[config.mk]
export PLATFORM = sky130hd
export DESIGN_NAME = stack_frame_arb_flat
export DESIGN_NICKNAME = d
export VERILOG_FILES = /design/src/rtl/stack_frame_arb_if.sv /design/src/rtl/stack_frame_arb.sv /design/src/flat_wrapper.sv
export SDC_FILE = /design/constraint.sdc
export NUM_CORES = 1
export LEC_CHECK = 0
export CAP_MARGIN = 40
export CORE_AREA = 8 8 135 137
export CTS_BUF_LIST = sky130_fd_sc_hd__clkbuf_8
export DETAILED_ROUTE_END_ITERATION = 7
export DIE_AREA = 0 0 143 145
export PLACE_DENSITY = 0.55
export SETUP_SLACK_MARGIN = 0.15
export SYNTH_ARGS = -nofsm -noshare
export SYNTH_HDL_FRONTEND = slang
export SYNTH_SLANG_ARGS = --single-unit
export TNS_END_PERCENT = 30
[constraint.sdc]
create_clock -name clk -period 3.18 [get_ports clk]
set_clock_uncertainty 0.1 [all_clocks]
set_input_delay 0.318 -clock clk [delete_from_list [all_inputs] [get_ports clk]]
set_output_delay 0.318 -clock clk [all_outputs]
set_load 0.05 [all_outputs]
[src/rtl/stack_frame_arb_if.sv]
// Push/pop/status/memory bundle for stack_frame_arb.
// The slave modport is the arbiter's view; master is the client/memory side.
interface stack_frame_arb_if #(
  parameter int unsigned DATA_WIDTH = 10,
  parameter int unsigned DEPTH      = 3468
);
  localparam int unsigned AW = $clog2(DEPTH - 1);

  logic                  push_open;
  logic [AW-1:0]         push_base;
  logic                  push_valid;
  logic [DATA_WIDTH-1:0] push_data;
  logic                  push_last;
  logic                  push_ready;

  logic                  pop_start;
  logic [AW-1:0]         pop_base;
  logic                  pop_valid;
  logic [DATA_WIDTH-1:0] pop_data;
  logic                  pop_done;
  logic                  pop_empty;

  logic                  busy;
  logic                  err_ovf;
  logic                  err_overlap;

  logic                  mem_en;
  logic                  mem_we;
  logic [AW-1:0]         mem_addr;
  logic [DATA_WIDTH-1:0] mem_din;
  logic [DATA_WIDTH-1:0] mem_dout;

  modport slave (
    input  push_open, push_base, push_valid, push_data, push_last,
    input  pop_start, pop_base, mem_dout,
    output push_ready, pop_valid, pop_data, pop_done, pop_empty,
    output busy, err_ovf, err_overlap,
    output mem_en, mem_we, mem_addr, mem_din
  );

  modport master (
    output push_open, push_base, push_valid, push_data, push_last,
    output pop_start, pop_base, mem_dout,
    input  push_ready, pop_valid, pop_data, pop_done, pop_empty,
    input  busy, err_ovf, err_overlap,
    input  mem_en, mem_we, mem_addr, mem_din
  );
endinterface

[src/rtl/stack_frame_arb.sv]
// Frame stack engine: a push writer and a pop streamer sharing one single-port memory
// through a round-robin arbiter. Frame = header (count N) at base, entries at base+1..base+N.
module stack_frame_arb #(
  parameter int unsigned DATA_WIDTH = 10,
  parameter int unsigned DEPTH      = 3468
) (
  input logic               clk,
  input logic               rst,
  stack_frame_arb_if.slave  bus
);
  localparam int unsigned AW = $clog2(DEPTH - 1);
  localparam logic [DATA_WIDTH-1:0] CntMax = '1;

  typedef enum logic [1:0] {PIdle, POpen, PHdr} push_st_e;
  typedef enum logic [1:0] {QIdle, QHdr, QLen, QRd} pop_st_e;

  push_st_e              push_st_q, push_st_d;
  logic [AW-1:0]         push_base_q, push_base_d;
  logic [DATA_WIDTH-1:0] push_cnt_q, push_cnt_d;
  logic                  err_ovf_q, err_ovf_d;

  pop_st_e               pop_st_q, pop_st_d;
  logic [AW-1:0]         pop_base_q, pop_base_d;
  logic [DATA_WIDTH-1:0] pop_cnt_q, pop_cnt_d;
  logic [DATA_WIDTH-1:0] pop_idx_q, pop_idx_d;
  logic                  pop_valid_q, pop_valid_d;
  logic                  pop_last_q, pop_last_d;

  logic                  err_overlap_q, err_overlap_d;
  logic                  rr_pop_q, rr_pop_d;  // set: pop wins the next conflict

  logic                  req_push, req_pop, grant_push, grant_pop;
  logic                  push_beat, ovf_beat, push_wr, pop_empty_c;
  logic [AW-1:0]         push_addr, pop_addr;
  logic [DATA_WIDTH-1:0] push_wdata;

  // Arbiter
  assign req_push = ((push_st_q == POpen) && bus.push_valid) || (push_st_q == PHdr);
  assign req_pop  = (pop_st_q == QHdr) || (pop_st_q == QRd);

  always_comb begin
    grant_push = req_push && (!req_pop || !rr_pop_q);
    grant_pop  = req_pop && (!req_push || rr_pop_q);
    rr_pop_d   = rr_pop_q;
    if (req_push && req_pop) rr_pop_d = grant_push;
  end

  assign push_beat  = grant_push && (push_st_q == POpen);
  // A beat arriving at a saturated count is consumed but never reaches memory.
  assign ovf_beat   = push_beat && (push_cnt_q == CntMax);
  assign push_wr    = grant_push && !ovf_beat;
  assign push_addr  = (push_st_q == PHdr) ? push_base_q
                                          : push_base_q + AW'(push_cnt_q) + AW'(1);
  assign push_wdata = (push_st_q == PHdr) ? push_cnt_q : bus.push_data;
  assign pop_addr   = (pop_st_q == QHdr) ? pop_base_q
                                         : pop_base_q + AW'(pop_idx_q) + AW'(1);

  // Push engine
  always_comb begin
    push_st_d   = push_st_q;
    push_base_d = push_base_q;
    push_cnt_d  = push_cnt_q;
    err_ovf_d   = err_ovf_q;
    case (push_st_q)
      PIdle: begin
        if (bus.push_open) begin
          push_base_d = bus.push_base;
          push_cnt_d  = '0;
          err_ovf_d   = 1'b0;
          push_st_d   = POpen;
        end
      end
      POpen: begin
        if (push_beat) begin
          if (ovf_beat) err_ovf_d  = 1'b1;
          else          push_cnt_d = push_cnt_q + DATA_WIDTH'(1);
          if (bus.push_last) push_st_d = PHdr;
        end
      end
      PHdr: begin
        if (grant_push) push_st_d = PIdle;
      end
      default: push_st_d = PIdle;
    endcase
  end

  // Pop engine; the header read returns on mem_dout while in QLen.
  always_comb begin
    pop_st_d    = pop_st_q;
    pop_base_d  = pop_base_q;
    pop_cnt_d   = pop_cnt_q;
    pop_idx_d   = pop_idx_q;
    pop_valid_d = 1'b0;
    pop_last_d  = 1'b0;
    pop_empty_c = 1'b0;
    err_overlap_d = bus.push_open && (push_st_q != PIdle);
    unique case (pop_st_q)
      QIdle: begin
        if (bus.pop_start) begin
          if ((push_st_q != PIdle) && (bus.pop_base == push_base_q)) begin
            err_overlap_d = 1'b1;
          end else begin
            pop_base_d = bus.pop_base;
            pop_st_d   = QHdr;
          end
        end
      end
      QHdr: begin
        if (grant_pop) pop_st_d = QLen;
      end
      QLen: begin
        if (bus.mem_dout == '0) begin
          pop_empty_c = 1'b1;
          pop_st_d    = QIdle;
        end else begin
          pop_cnt_d = bus.mem_dout;
          pop_idx_d = '0;
          pop_st_d  = QRd;
        end
      end
      QRd: begin
        if (grant_pop) begin
          pop_valid_d = 1'b1;
          pop_idx_d   = pop_idx_q + DATA_WIDTH'(1);
          if (pop_idx_q == pop_cnt_q - DATA_WIDTH'(1)) begin
            pop_last_d = 1'b1;
            pop_st_d   = QIdle;
          end
        end
      end
    endcase
  end

  always_ff @(posedge clk) begin
    if (rst) begin
      push_st_q     <= PIdle;
      push_base_q   <= '0;
      push_cnt_q    <= '0;
      err_ovf_q     <= 1'b0;
      pop_st_q      <= QIdle;
      pop_base_q    <= '0;
      pop_cnt_q     <= '0;
      pop_idx_q     <= '0;
      pop_valid_q   <= 1'b0;
      pop_last_q    <= 1'b0;
      err_overlap_q <= 1'b0;
      rr_pop_q      <= 1'b0;
    end else begin
      push_st_q     <= push_st_d;
      push_base_q   <= push_base_d;
      push_cnt_q    <= push_cnt_d;
      err_ovf_q     <= err_ovf_d;
      pop_st_q      <= pop_st_d;
      pop_base_q    <= pop_base_d;
      pop_cnt_q     <= pop_cnt_d;
      pop_idx_q     <= pop_idx_d;
      pop_valid_q   <= pop_valid_d;
      pop_last_q    <= pop_last_d;
      err_overlap_q <= err_overlap_d;
      rr_pop_q      <= rr_pop_d;
    end
  end

  assign bus.push_ready  = push_beat;
  assign bus.pop_valid   = pop_valid_q;
  assign bus.pop_data    = pop_valid_q ? bus.mem_dout : '0;
  assign bus.pop_empty   = pop_empty_c;
  assign bus.pop_done    = pop_last_q || pop_empty_c;
  assign bus.busy        = (push_st_q != PIdle) || (pop_st_q != QIdle);
  assign bus.err_ovf     = err_ovf_q;
  assign bus.err_overlap = err_overlap_q;
  assign bus.mem_en      = push_wr || grant_pop;
  assign bus.mem_we      = push_wr;
  assign bus.mem_addr    = push_wr ? push_addr : (grant_pop ? pop_addr : '0);
  assign bus.mem_din     = push_wr ? push_wdata : '0;
endmodule

[src/flat_wrapper.sv]
// flat-port wrapper written by rule: the top's interface ports become plain ports
module stack_frame_arb_flat 
#(
  parameter int unsigned DATA_WIDTH = 10,
  parameter int unsigned DEPTH      = 3468
)
  (clk, rst, bus_push_open, bus_push_base, bus_push_valid, bus_push_data, bus_push_last, bus_pop_start, bus_pop_base, bus_mem_dout, bus_push_ready, bus_pop_valid, bus_pop_data, bus_pop_done, bus_pop_empty, bus_busy, bus_err_ovf, bus_err_overlap, bus_mem_en, bus_mem_we, bus_mem_addr, bus_mem_din);
  stack_frame_arb_if #(.DATA_WIDTH(DATA_WIDTH), .DEPTH(DEPTH)) bus_i ();
  input logic clk;
  input logic rst;
  input wire logic [$bits(bus_i.push_open)-1:0] bus_push_open;
  input wire logic [$bits(bus_i.push_base)-1:0] bus_push_base;
  input wire logic [$bits(bus_i.push_valid)-1:0] bus_push_valid;
  input wire logic [$bits(bus_i.push_data)-1:0] bus_push_data;
  input wire logic [$bits(bus_i.push_last)-1:0] bus_push_last;
  input wire logic [$bits(bus_i.pop_start)-1:0] bus_pop_start;
  input wire logic [$bits(bus_i.pop_base)-1:0] bus_pop_base;
  input wire logic [$bits(bus_i.mem_dout)-1:0] bus_mem_dout;
  output wire logic [$bits(bus_i.push_ready)-1:0] bus_push_ready;
  output wire logic [$bits(bus_i.pop_valid)-1:0] bus_pop_valid;
  output wire logic [$bits(bus_i.pop_data)-1:0] bus_pop_data;
  output wire logic [$bits(bus_i.pop_done)-1:0] bus_pop_done;
  output wire logic [$bits(bus_i.pop_empty)-1:0] bus_pop_empty;
  output wire logic [$bits(bus_i.busy)-1:0] bus_busy;
  output wire logic [$bits(bus_i.err_ovf)-1:0] bus_err_ovf;
  output wire logic [$bits(bus_i.err_overlap)-1:0] bus_err_overlap;
  output wire logic [$bits(bus_i.mem_en)-1:0] bus_mem_en;
  output wire logic [$bits(bus_i.mem_we)-1:0] bus_mem_we;
  output wire logic [$bits(bus_i.mem_addr)-1:0] bus_mem_addr;
  output wire logic [$bits(bus_i.mem_din)-1:0] bus_mem_din;
  assign bus_i.push_open = bus_push_open;
  assign bus_i.push_base = bus_push_base;
  assign bus_i.push_valid = bus_push_valid;
  assign bus_i.push_data = bus_push_data;
  assign bus_i.push_last = bus_push_last;
  assign bus_i.pop_start = bus_pop_start;
  assign bus_i.pop_base = bus_pop_base;
  assign bus_i.mem_dout = bus_mem_dout;
  assign bus_push_ready = bus_i.push_ready;
  assign bus_pop_valid = bus_i.pop_valid;
  assign bus_pop_data = bus_i.pop_data;
  assign bus_pop_done = bus_i.pop_done;
  assign bus_pop_empty = bus_i.pop_empty;
  assign bus_busy = bus_i.busy;
  assign bus_err_ovf = bus_i.err_ovf;
  assign bus_err_overlap = bus_i.err_overlap;
  assign bus_mem_en = bus_i.mem_en;
  assign bus_mem_we = bus_i.mem_we;
  assign bus_mem_addr = bus_i.mem_addr;
  assign bus_mem_din = bus_i.mem_din;
  stack_frame_arb #(.DATA_WIDTH(DATA_WIDTH), .DEPTH(DEPTH)) u_core (.clk(clk), .rst(rst), .bus(bus_i));
endmodule
# [Yosys cells after proc, flatten, opt, wreduce, memory -nomap -nowiden]
# Cells that the tools add are included.
[op_classes] n_eq_ne=20 reduce_logical=37 bitwise_logic=4 n_mux=37 add_sub_neg=7
[ops] cell="10-bit two-way mux" n=8
[ops] cell="12-bit two-way mux" n=4
[ops] cell="10-bit case mux with 2 select lines" n=2
[ops] cell="12-bit by 1-bit adder with 12-bit output, second input constant" n=2
[ops] cell="12-bit by 10-bit adder with 12-bit output" n=2
[ops] cell="10-bit by 1-bit adder with 10-bit output, second input constant" n=2
[ops] cell="2-bit two-way mux" n=10
[ops] cell="2-bit inequality test, second input constant" n=7
[ops] cell="12-bit == test" n=1
[ops] cell="4-bit AND reduction" n=3
[ops] cell="10-bit == test" n=1
[ops] cell="10-bit == test, second input constant" n=1
[ops] cell="10-bit logical NOT" n=1
[ops] cell="1-bit two-way mux" n=10
[ops] cell="2-bit by 1-bit inequality test with 1-bit output, second input constant" n=5
[ops] cell="10-bit by 1-bit subtractor with 10-bit output, second input constant" n=1
[ops] cell="1-bit logical AND" n=9
[ops] cell="2-bit case mux with 4 select lines" n=1
[ops] cell="2-bit nonzero test" n=4
[ops] cell="1-bit logical OR" n=7
[ops] cell="2-bit == test, second input constant" n=3
[ops] cell="2-bit case mux with 3 select lines" n=1
[ops] cell="3-bit AND reduction" n=2
[ops] cell="5-bit AND reduction" n=1
[ops] cell="8 further kinds" n=17
[word_totals] ff_bits=63 elab_cells=117 inputBits=50

# [Longest topological paths before layout]
# Gate-level depths: netlist (run 1).
[depth] ltp_word=10 depth_mapped=11 mapped_depth_nobuf=11

# [Worst setup path before layout (run 1)]
# OpenSTA, ideal clock, no wires.
[synth_path] kind="reg2out" from="register u_core.pop_idx_q[1]" to="output port bus_mem_addr[7]" stages_incl_launch_ff=9 t_arrival_ps=2736 path_slack_ps=26 cell_sequence="dfxtp_1 > ha_1 > nor2b_1 > o2111ai_1 > nand3_1 > o41ai_1 > xnor2_1 > mux2i_1 > o21ai_0"
[synth_between] elab_chain_len=5
[synth_lines] item="start: declaration" line_no="stack_frame_arb.sv:25" rtl="logic [DATA_WIDTH-1:0] pop_idx_q, pop_idx_d;"
[synth_lines] item="start signal: assignment" line_no="stack_frame_arb.sv:156" rtl="pop_idx_q <= pop_idx_d;"
[synth_lines] item="12-bit by 10-bit adder with 12-bit output" line_no="stack_frame_arb.sv:56" rtl=": pop_base_q + AW'(pop_idx_q) + AW'(1);"
[synth_lines] item="12-bit by 1-bit adder with 12-bit output" line_no="stack_frame_arb.sv:56"
[synth_lines] item="12-bit two-way mux" line_no="stack_frame_arb.sv:55" rtl="assign pop_addr = (pop_st_q == QHdr) ? pop_base_q"
[synth_lines] item="12-bit two-way mux (2 in series)" line_no="stack_frame_arb.sv:174" rtl="assign bus.mem_addr = push_wr ? push_addr : (grant_pop ? pop_addr : '0);"
[synth_lines] item="end: declaration" line_no="flat_wrapper.sv:29" rtl="output wire logic [$bits(bus_i.mem_addr)-1:0] bus_mem_addr;"
# Every way passes these cells.

# [Worst setup path in the final report (run 1)]
[layout_path] from="register u_core.pop_idx_q[0]" to="output port bus_mem_addr[10]"
# The elaborated chain is that of the path after synthesis.

==> impl_metrics.csv, run 1 <==
group,metric,value,unit
setup_path,arrival,2.63,ns
global_route,grt_max_degree,50,
detailed_routing,top_layer_used,"met4",
global_route,grt_pass1_vias,4256,
synth,muxShareOfSynthArea,7.25,%
sta,tightest_slew,0.575,ns
synth,synth_top_area_cell,"dfxtp_1",
power_and_ir_drop,p_switching,0.000763,W
detailed_routing,ant_nets,0,
sta,max_freq,328,MHz
global_route,grt_antenna_before_repair,0,
synth,synth-adder-area-share,7.39,%
floorplanning,initial_core_util,27.4,%
power_and_ir_drop,p_int,0.00155,W
clocking,clk_pin_slew,0.08,ns
power_and_ir_drop,leakagePower,2.46,nW
setup_path,critPathCaptureType,"output pin",
setup_path,required,2.76,ns
placed_design,dp_cells,863,
sta,min_period_over_period,95.7,%
synth,synthFlopType,"dfxtp_1",
placed_design,dp_hpwl,10900,µm
detailed_routing,dr_wl_met3,1010,µm
synth,syn_area,0.00444,mm²
synth,synthCells,569,
setup_path,path_max_fanout,4,
clocking,clockBufferDepth,2,
synth,ys_seq_area_share,28.4,%
floorplanning,die_h,145,µm
power_and_ir_drop,swShare,33.0,%
clocking,cts_made_buffers,9,
floorplanning,die_width,143,µm
setup_path,startpoint_type,"flip-flop",
power_and_ir_drop,pwr-share-clk,31.2,%
sta,rsz0062_at_grt,"yes",
synth,synth_cell_types,59,
synth,synth.avg_cell_area,7.80,µm²
worst_hold_path,hold_path.class,"input port to flip-flop",
global_route,grt_pass1_wl,22100,µm
detailed_routing,drt_iter0_drc,293,
sta,maxSlewViolCount,0,
sta,fin_ws,0.136,ns
synth,synth_top_area_share,28.4,%
detailed_routing,routed_wl,14000,µm
detailed_routing,num_vias,4320,
floorplanning,coreArea,0.0162,mm²
synth,synthesis.nets,644,
clocking,clock_latency,0.37,ns
floorplanning,die-area,0.0207,mm²
finish,drive_above_1_share,15.4,%
placed_design,port_buffers,90,
power_and_ir_drop,power.total,0.00231,W
synth,synth_most_common_cell,"nor2_1",
global_route,track_usage,13.4,%
detailed_routing,vias_per_cell,4.89,
synth,synthXorXnorAreaFrac,11.1,%
synth,synth_top_family_by_area,"simple AND/OR/NAND/NOR gates",
synth,synth_compound_area_share,15.8,%
clocking,cts_sinks,63,
synth,synth-simple-area-share,25.8,%
finish,instances_no_fill,883,
global_route,gr-total-overflow,0,
detailed_routing,dr.pass1.iters,4,
synth,synthTopCellsByArea,"dfxtp_1 (28%), mux2i_1 (7.0%), ha_1 (6.5%), nor2_1 (6.4%), xnor2_1 (6.3%)",
floorplanning,row_count,47,
setup_path,r2r_slack,0.84,ns
synth,synthArstFlopShare,0,%
sta,fin_crit,3.04,ns
run,drv_cap,0,
synth,ys_seq_elements,63,
finish,area_growth,38.1,%
floorplanning,ios,91,
clocking,cts-htree-levels,3,
power_and_ir_drop,ir_drop,224,µV
detailed_routing,dr_wl_met2,6350,µm
power_and_ir_drop,pwr-share-seq,38.3,%
sta,maxSlewHeadroom,61.3,%
synth,synth-edff-count,0,
detailed_routing,drcViolationCount,0,
detailed_routing,post_drt_wl_per_cell,15.9,µm
sta,hold_viol,0,
sta,setup_viol,0,
placed_design,place_congestion,0.852,
synth,yosys_warnings,0,
synth,synthTopCellsByCount,"nor2_1 (76), nand2_1 (73), dfxtp_1 (63)",
clocking,cts_tree,"done",
detailed_routing,wl_met1,6450,µm
sta,tns,0,ns
clocking,ctsHoldBuffers,0,
outcome,status,"finished, final reports clean",
power_and_ir_drop,p_per_area,377,mW/mm²
finish,n_antenna_cell,0,
placed_design,dp_slack,0.175,ns
power_and_ir_drop,comb_power_share,30.5,%
setup_path,crit_type,"flip-flop to output pin",
clocking,cts_root_buffer,"clkbuf_8",
finish,nNetsFinal,734,
[metrics by stage]
step	hold slack [ns]	util [%]	instance area (µm²)
floorplan	0.325	-	4440
global placement	0.402	35.7	5770
detailed placement	0.404	35.7	5770
CTS	0.388	37.3	6030
global route	0.409	37.9	6130
finish	0.399	37.9	6130
[critical path: stages, from the launching register on]
cell     delay (ns)
dfxtp_4        0.37
inv_4          0.06
ha_4           0.13
inv_2          0.04
fa_2           0.36
a21o_1         0.21
a41oi_2        0.25
o21ai_2        0.13
a41oi_2        0.18
xor2_1         0.10
o22ai_2        0.25
buf_12         0.18
[kinds of logic (layout without fill, tap and decap cells)]
family	Yosys count	in the layout
multiplexers	32	32
XOR/XNOR	56	56
flip-flops	63	63
AND/OR/NAND/NOR	236	236
AO/OA/AOI/OAI	113	113
adder cells (fa/ha/maj)	25	25
buffers and inverters	44	138
[state kept, by name (all words and copies together), names as in the netlist]
| register | count |
|---|---|
| u_core.pop_base_q | 12 |
| u_core.push_cnt_q | 10 |
| u_core.push_st_q | 2 |
| u_core.bus.err_overlap | 1 |
| u_core.push_base_q | 12 |
| u_core.pop_last_q | 1 |
| u_core.bus.err_ovf | 1 |
| u_core.pop_st_q | 2 |
| u_core.pop_cnt_q | 10 |
| u_core.pop_idx_q | 10 |
| u_core.bus.pop_valid | 1 |
| u_core.rr_pop_q | 1 |
[final cells by class]
| class | instances | area, µm² |
|---|---|---|
| Fill cell | 1655 | 10000 |
| Multi-Input combinational cell | 462 | 3090 |
| Sequential cell | 63 | 1280 |
| Timing Repair Buffer | 105 | 1220 |
| Tap cell | 220 | 275 |
| Clock buffer | 11 | 151 |
| Inverter | 18 | 70.1 |
| Clock inverter | 4 | 46.3 |
[per-layer routing]
metal | track usage (%) | vias up
met5 | 0 | -
met4 | 4.36 | 0
met3 | 4.30 | 15
met2 | 20.5 | 120
met1 | 17.2 | 2012
li1 | - | 2173
[power by group through the flow]
stage / logic [W] / registers [W] / clock network [W]
final: 0.000704 / 0.000886 / 0.000720
after global routing: 0.000759 / 0.000893 / 0.000770
after CTS: 0.000691 / 0.000886 / 0.000734
after detailed placement: 0.000681 / 0.000904 / 0
after global placement: 0.000672 / 0.000901 / 0
after floorplan: 0.000442 / 0.000883 / 0
[placed cells by master, fill, tap and decap left out, drive strengths merged, types with 8 or more instances in the layout]
cell	instances
xor2	24
mux2i	31
ha	23
nand3	15
inv	19
dfxtp	63
nor3	8
buf	41
nor2b	8
and3	9
clkbuf	11
a21oi	47
clkdlybuf4s50	64
nor2	76
xnor2	32
o22ai	11
nand4	8
nand2	73
o21ai	18
and2	14
[worst paths after layout]
check / from / to / cells past startpoint
max reg2reg: u_core.push_base_q[0]$_SDFFE_PP0P_ / u_core.pop_base_q[8]$_SDFFE_PP0P_ / 8
min: bus_push_base[1] / u_core.push_base_q[1]$_SDFFE_PP0P_ / 3
min reg2reg: u_core.push_cnt_q[0]$_SDFFE_PP0P_ / u_core.push_cnt_q[0]$_SDFFE_PP0P_ / 2
max: u_core.pop_idx_q[0]$_SDFFE_PP0P_ / bus_mem_addr[10] / 11
[what timing repair did]
item,CTS,global route
endpoints found under the setup margin,22,8
gates resized for setup,19,21
buffers inserted,0,5
hold endpoints to repair,0,0
pin swaps,6,16
Power figures use the tool's default switching activity.
==> inputs of run 2 (changes only) <==
--- a/config.mk
+++ b/config.mk
@@ -6,10 +6,11 @@
 export NUM_CORES = 1
 export LEC_CHECK = 0
 export CAP_MARGIN = 40
-export CORE_AREA = 8 8 135 137
+export CORE_AREA = 8 8 99 190
 export CTS_BUF_LIST = sky130_fd_sc_hd__clkbuf_8
 export DETAILED_ROUTE_END_ITERATION = 7
-export DIE_AREA = 0 0 143 145
+export DIE_AREA = 0 0 107 198
+export GPL_TIMING_DRIVEN = 0
 export PLACE_DENSITY = 0.55
 export SETUP_SLACK_MARGIN = 0.15
 export SYNTH_ARGS = -nofsm -noshare
==> impl_metrics.csv, run 2 (same netlist as run 1, synthesis figures left out) <==
group,metric,value,unit
finish,reg_top3,"u_core.pop_base_q: 12 flops, u_core.push_base_q: 12 flops",
clocking,cts_sinks,63,
outcome,status,"finished, final reports clean",
setup_path,startpoint_type,"flip-flop",
detailed_routing,num_vias,4446,
sta,tns,0,ns
sta,max_freq,332,MHz
sta,min_period_over_period,94.9,%
sta,setup_viol,0,
setup_path,worstReg2RegStart,"u_core.push_base_q[0]$_SDFFE_PP0P_",
worst_hold_path,whs_path_depth,3,
worst_hold_path,hold_path.class,"input port to flip-flop",
setup_path,arrival,2.60,ns
sta,maxSlewHeadroom,46.6,%
power_and_ir_drop,ir_drop,186,µV
clocking,cts_made_buffers,9,
floorplanning,ios,91,
finish,final_cell_mix,"nor2_1 (76), nand2_1 (73), clkdlybuf4s50_1 (66)",
detailed_routing,vias_per_cell,5.02,
power_and_ir_drop,p_per_area,385,mW/mm²
global_route,grt_max_degree,13,
worst_hold_path,whs_endpoint,"u_core.push_base_q[2]$_SDFFE_PP0P_",
setup_path,path_max_fanout,10,
global_route,grt_antenna_before_repair,0,
finish,drive_above_1_share,13.8,%
floorplanning,die_h,198,µm
global_route,grt_pass1_vias,4688,
clocking,cts_tree,"done",
detailed_routing,drt_iter0_drc,199,
finish,final_common_cell,"nor2_1",
sta,maxSlewViolCount,0,
placed_design,place_area,0.00559,mm²
global_route,track_usage,15.0,%
clocking,cts-htree-levels,3,
clocking,cts_root_buffer,"clkbuf_8",
finish,n_antenna_cell,0,
run,drv_cap,0,
setup_path,r2r_slack,0.48,ns
clocking,clk_pin_slew,0.08,ns
detailed_routing,dr.pass1.iters,4,
setup_path,crit_type,"flip-flop to output pin",
power_and_ir_drop,leakagePower,2.46,nW
clocking,clockBufferDepth,2,
setup_path,required,2.76,ns
setup_path,r2r_cells,7,
floorplanning,die_width,107,µm
sta,fin_crit,3.02,ns
finish,fin_area,0.00596,mm²
sta,hold_viol,0,
placed_design,place_congestion,0.947,
placed_design,dp_cells,863,
setup_path,critPathCaptureType,"output pin",
sta,rsz0062_at_grt,"yes",
finish,utilization,36.6,%
placed_design,dp_hpwl,12900,µm
finish,instances_no_fill,886,
detailed_routing,drcViolationCount,0,
detailed_routing,post_drt_wl_per_cell,17.7,µm
floorplanning,initial_core_util,27.3,%
clocking,clock_latency,0.35,ns
floorplanning,row_count,66,
power_and_ir_drop,power.total,0.00230,W
global_route,grt_pass1_wl,24400,µm
worst_hold_path,min_from,"bus_push_base[2]",
sta,tightest_slew,0.793,ns
finish,nNetsFinal,752,
detailed_routing,routed_wl,15700,µm
global_route,gr-total-overflow,0,
floorplanning,die-area,0.0212,mm²
finish,area_growth,34.3,%
detailed_routing,ant_nets,0,
placed_design,port_buffers,90,
floorplanning,coreArea,0.0163,mm²
setup_path,reg2reg_to,"u_core.pop_base_q[6]$_SDFFE_PP0P_",
## run 2: cell types whose count changed in the layout (fill, tap and decap cells not counted), sizes merged
cell	delta
buf	-18
clkbuf	+18
dlygate4sd2	+12
clkdlybuf4s15	+3
clkdlybuf4s50	+2
clkinv	+2
## run 2: worst max path at each step
stage	cells past startpoint	end	from	slack, ns
2_1_floorplan	10	bus_mem_addr[10]	u_core.pop_idx_q[0]$_SDFFE_PP0P_	0.06
3_3_place_gp	11	bus_mem_addr[10]	u_core.pop_idx_q[0]$_SDFFE_PP0P_	-0.51
3_5_place_dp	11	bus_mem_addr[10]	u_core.pop_idx_q[0]$_SDFFE_PP0P_	-0.52
4_1_cts	9	bus_mem_addr[9]	u_core.pop_idx_q[1]$_SDFFE_PP0P_	0.13
5_1_grt	9	bus_mem_addr[9]	u_core.pop_idx_q[1]$_SDFFE_PP0P_	0.02
6_report	8	bus_mem_addr[1]	u_core.push_st_q[0]$_SDFFE_PP0P_	0.16
## run 2: layout make-up
cell class,count,area (µm²)
Inverter,18,70.1
Clock buffer,10,138
Fill cell,1704,10300
Multi-Input combinational cell,462,3100
Clock inverter,6,68.8
Tap cell,204,255
Sequential cell,63,1270
Timing Repair Buffer,97,926
Buffer,26,135
## run 2: critical path, cell delays in order (launching register included)
cell	delay (ns)
dfxtp_1	0.31
buf_6	0.13
nand2b_4	0.13
buf_6	0.15
a21o_1	0.23
nand2_1	0.18
clkbuf_1	0.47
o22ai_1	0.17
dlygate4sd2_1	0.47
## run 2: timing repair
action                                 4_1_cts  5_1_grt
hold buffers                                 0        0
setup endpoints to repair                   24       24
endpoints found under the hold margin        0        0
buffers inserted                             5        2
gates resized for setup                     99       20
pin swaps                                   12       13
## run 2: power by group
group | switching (W) | total, W | internal (W)
Combinational | 0.000394 | 0.000677 | 0.000283
Clock | 0.000351 | 0.000739 | 0.000387
Sequential | 0.0000502 | 0.000880 | 0.000830
## run 2: metal layers
layer / wire length, µm / vias up / track usage [%] / share of wire [%]
met5: 0 / - / 0 / 0
met4: 1400 / 0 / 14.4 / 8.9
met3: 488 / 64 / 2.61 / 3.1
met2: 8670 / 131 / 28.5 / 55
met1: 5160 / 2058 / 12.5 / 33
li1: - / 2193 / - / -
## run 2: through the flow
stage | setup slack [ns] | hold WS (ns)
after floorplan | 0.0593 | 0.325
after global placement | -0.510 | 0.395
after detailed placement | -0.517 | 0.402
after CTS | 0.133 | 0.394
after global routing | 0.0176 | 0.418
final | 0.163 | 0.404
==> RTL change: new RTL, settings of run 1 <==
`DATA_WIDTH` is set to 10 in 3 places; all go to 20.
--- a/src/rtl/stack_frame_arb_if.sv
+++ b/src/rtl/stack_frame_arb_if.sv
@@ -2,5 +2,5 @@
 // The slave modport is the arbiter's view; master is the client/memory side.
 interface stack_frame_arb_if #(
-  parameter int unsigned DATA_WIDTH = 10,
+  parameter int unsigned DATA_WIDTH = 20,
   parameter int unsigned DEPTH      = 3468
 );
--- a/src/rtl/stack_frame_arb.sv
+++ b/src/rtl/stack_frame_arb.sv
@@ -2,5 +2,5 @@
 // through a round-robin arbiter. Frame = header (count N) at base, entries at base+1..base+N.
 module stack_frame_arb #(
-  parameter int unsigned DATA_WIDTH = 10,
+  parameter int unsigned DATA_WIDTH = 20,
   parameter int unsigned DEPTH      = 3468
 ) (
--- a/src/flat_wrapper.sv
+++ b/src/flat_wrapper.sv
@@ -2,5 +2,5 @@
 module stack_frame_arb_flat 
 #(
-  parameter int unsigned DATA_WIDTH = 10,
+  parameter int unsigned DATA_WIDTH = 20,
   parameter int unsigned DEPTH      = 3468
 )
Interface: changed (resized bus_mem_din, bus_mem_dout, bus_pop_data and bus_push_data); port bits go from 91 to 131. The function was not compared with the original's and may differ.
==> RTL change against run 1 <==
- the flow now finishes with violations (negative setup slack)
- cell count up 33%
- sequential cell count up 30
- total power up 45%
- sequential power up 48%
- clock power up 16%
- area after synthesis up 42%
- routed wire length up 43%
- setup slack worse by 0.26 ns
- final area up 42%
==> RTL change: results (changes against run 1) <==
setup_path:
  arrival_ns: 2.89  # was 2.63 ns
  cp-startpoint: "u_core.push_cnt_q[0]"  # was u_core.pop_idx_q[0]
  path_max_fanout: 2  # was 4
  slowest_stage: "fa_2"  # was dfxtp_4
  r2r-start: "u_core.pop_cnt_q[2]"  # was u_core.push_base_q[0]
  rrSetupSlack_ns: 0.34  # was 0.84 ns
  critical_path.max_stage_delay_ns: 0.39  # was 0.37 ns
timing:
  relSlewSlack_pct: 50.5  # was 61.3%
  fin_ws_ns: -0.127  # was 0.136 ns
  finalSetupViolCount: 4  # was 0
power_and_ir_drop:
  p_int_mw: 2.14  # was 1.55 mW
  vdd_drop_max_mv: 0.283  # was 0.224 mV
  leakagePower_nw: 3.56  # was 2.46 nW
global_routing:
  grt_first_pass_wirelength_um: 32100  # was 22,100 um
  grt_max_degree: 44  # was 50
  grt_pass1_vias: 6260  # was 4,256
  grt_usage_pct: 19.3  # was 13.4%
hold_path:
  hold_path_startpoint: "rst"  # was bus_push_base[1]
  hold_path.class: "primary input to register"  # unchanged
place:
  routabilityCongestion: 0.847  # was 0.852
  place_hpwl_um: 15600  # was 10,900 um
  io_buffers: 130  # was 90
  dpl_worst_slack_ns: -0.0778  # was 0.175 ns
synthesis:
  synth_common_cells: "nor2_1, nand2_1, dfxtp_1"  # unchanged
  ys_top_cells_by_area: "dfxtp_1, xnor2_1, mux2i_1"  # was dfxtp_1, mux2i_1, ha_1
  synth_nets: 905  # was 644
  synth_cell_type_count: 68  # was 59
  ys_seq_area_share_pct: 29.6  # was 28.4%
routing:
  wl_um: 20000  # was 14,000 um
  drt_iter0_markers: 269  # was 293
  vias: 6114  # was 4,320
  first_pass_iters: 5  # was 4
cells_and_area:
  drive_above_1_share_pct: 14.9  # was 15.4%
  nets: 1043  # was 734
  fill_cells: 1484  # was 1,655
outcome:
  violations: "negative setup slack"
  outcome: "complete, but fails checks"  # was finished clean
clock_tree:
  numCtsBuffers: 9  # unchanged
  cts_root_buf: "clkbuf_8"  # unchanged
  clk_pin_slew_ns: 0.10  # was 0.08 ns
## RTL change: layer usage
metal / vias up / track usage [%] / wire, um
met3: 19 / 5.58 / 1100
met1: 2901 / 21.9 / 8310
met4: 0 / 4.41 / 244
met2: 125 / 34.5 / 10300
met5: - / 0 / 0
li1: 3069 / - / -
## RTL change: logic make-up (layout without fill, tap and decap cells)
| group | Yosys count | in the layout | synth area share (%) |
|---|---|---|---|
| buf+inv | 64 | 207 | 4.30 |
| mux | 45 | 45 | 7.40 |
| xor+xnor | 89 | 89 | 12.4 |
| flops | 93 | 93 | 29.6 |
| fa+ha+maj | 27 | 27 | 5.61 |
| simple gates | 348 | 348 | 26.7 |
| compound gates | 142 | 142 | 14.0 |
## RTL change: final timing paths
kind         cells after the start                    end
max                             13        bus_mem_addr[8]
min                              2  u_core.push_base_q[4]
max reg2reg                      8     u_core.pop_st_q[1]
min reg2reg                      2     u_core.bus.err_ovf
## RTL change: worst reg2reg max path: cells and delay by family, from the launching register on
| kind | cells | cell delay [ns] |
|---|---|---|
| muxes | 2 | 0.31 |
| DFF | 1 | 0.40 |
| and+or+nand+nor | 4 | 1.65 |
| AOI/OAI and AO/OA | 2 | 0.27 |
## RTL change: area by class of cell
class	count	area, um2	share of cell area [%]
clock buffers	9	124	1.42
clock inverters	7	75.1	0.861
inverters	25	93.8	1.08
multi-input cells	651	4320	49.6
flip-flops and latches	93	1870	21.4
well taps	220	275	3.16
repair buffers	166	1960	22.5
## RTL change: repair_timing
item | in CTS | in global routing
pin swaps | 12 | 12
resized for setup | 30 | 9
endpoints found under the setup margin | 8 | 13
buffers inserted | 6 | 5
hold endpoints to repair | 0 | 0
## RTL change: through the flow
| step | setup TNS, ns | std cells | instance area [um2] | hold slack [ns] |
|---|---|---|---|---|
| 6_report | -0.350 | 1171 | 8720 | 0.228 |
| 3_3_place_gp | -0.0233 | 1144 | 8280 | 0.348 |
| 4_1_cts | -0.374 | 1166 | 8640 | 0.211 |
| 2_1_floorplan | 0 | 808 | 6320 | 0.354 |
| 3_5_place_dp | -0.0778 | 1144 | 8280 | 0.351 |
| 5_1_grt | -1.03 | 1171 | 8720 | 0.220 |
## RTL change: power by group through the flow
stage	Combinational, mW	Sequential [mW]	Clock (mW)
2_1_floorplan	0.791	1.30	0
4_1_cts	1.20	1.31	0.856
3_3_place_gp	1.16	1.33	0
6_report	1.21	1.31	0.835
3_5_place_dp	1.18	1.34	0
5_1_grt	1.31	1.32	0.902
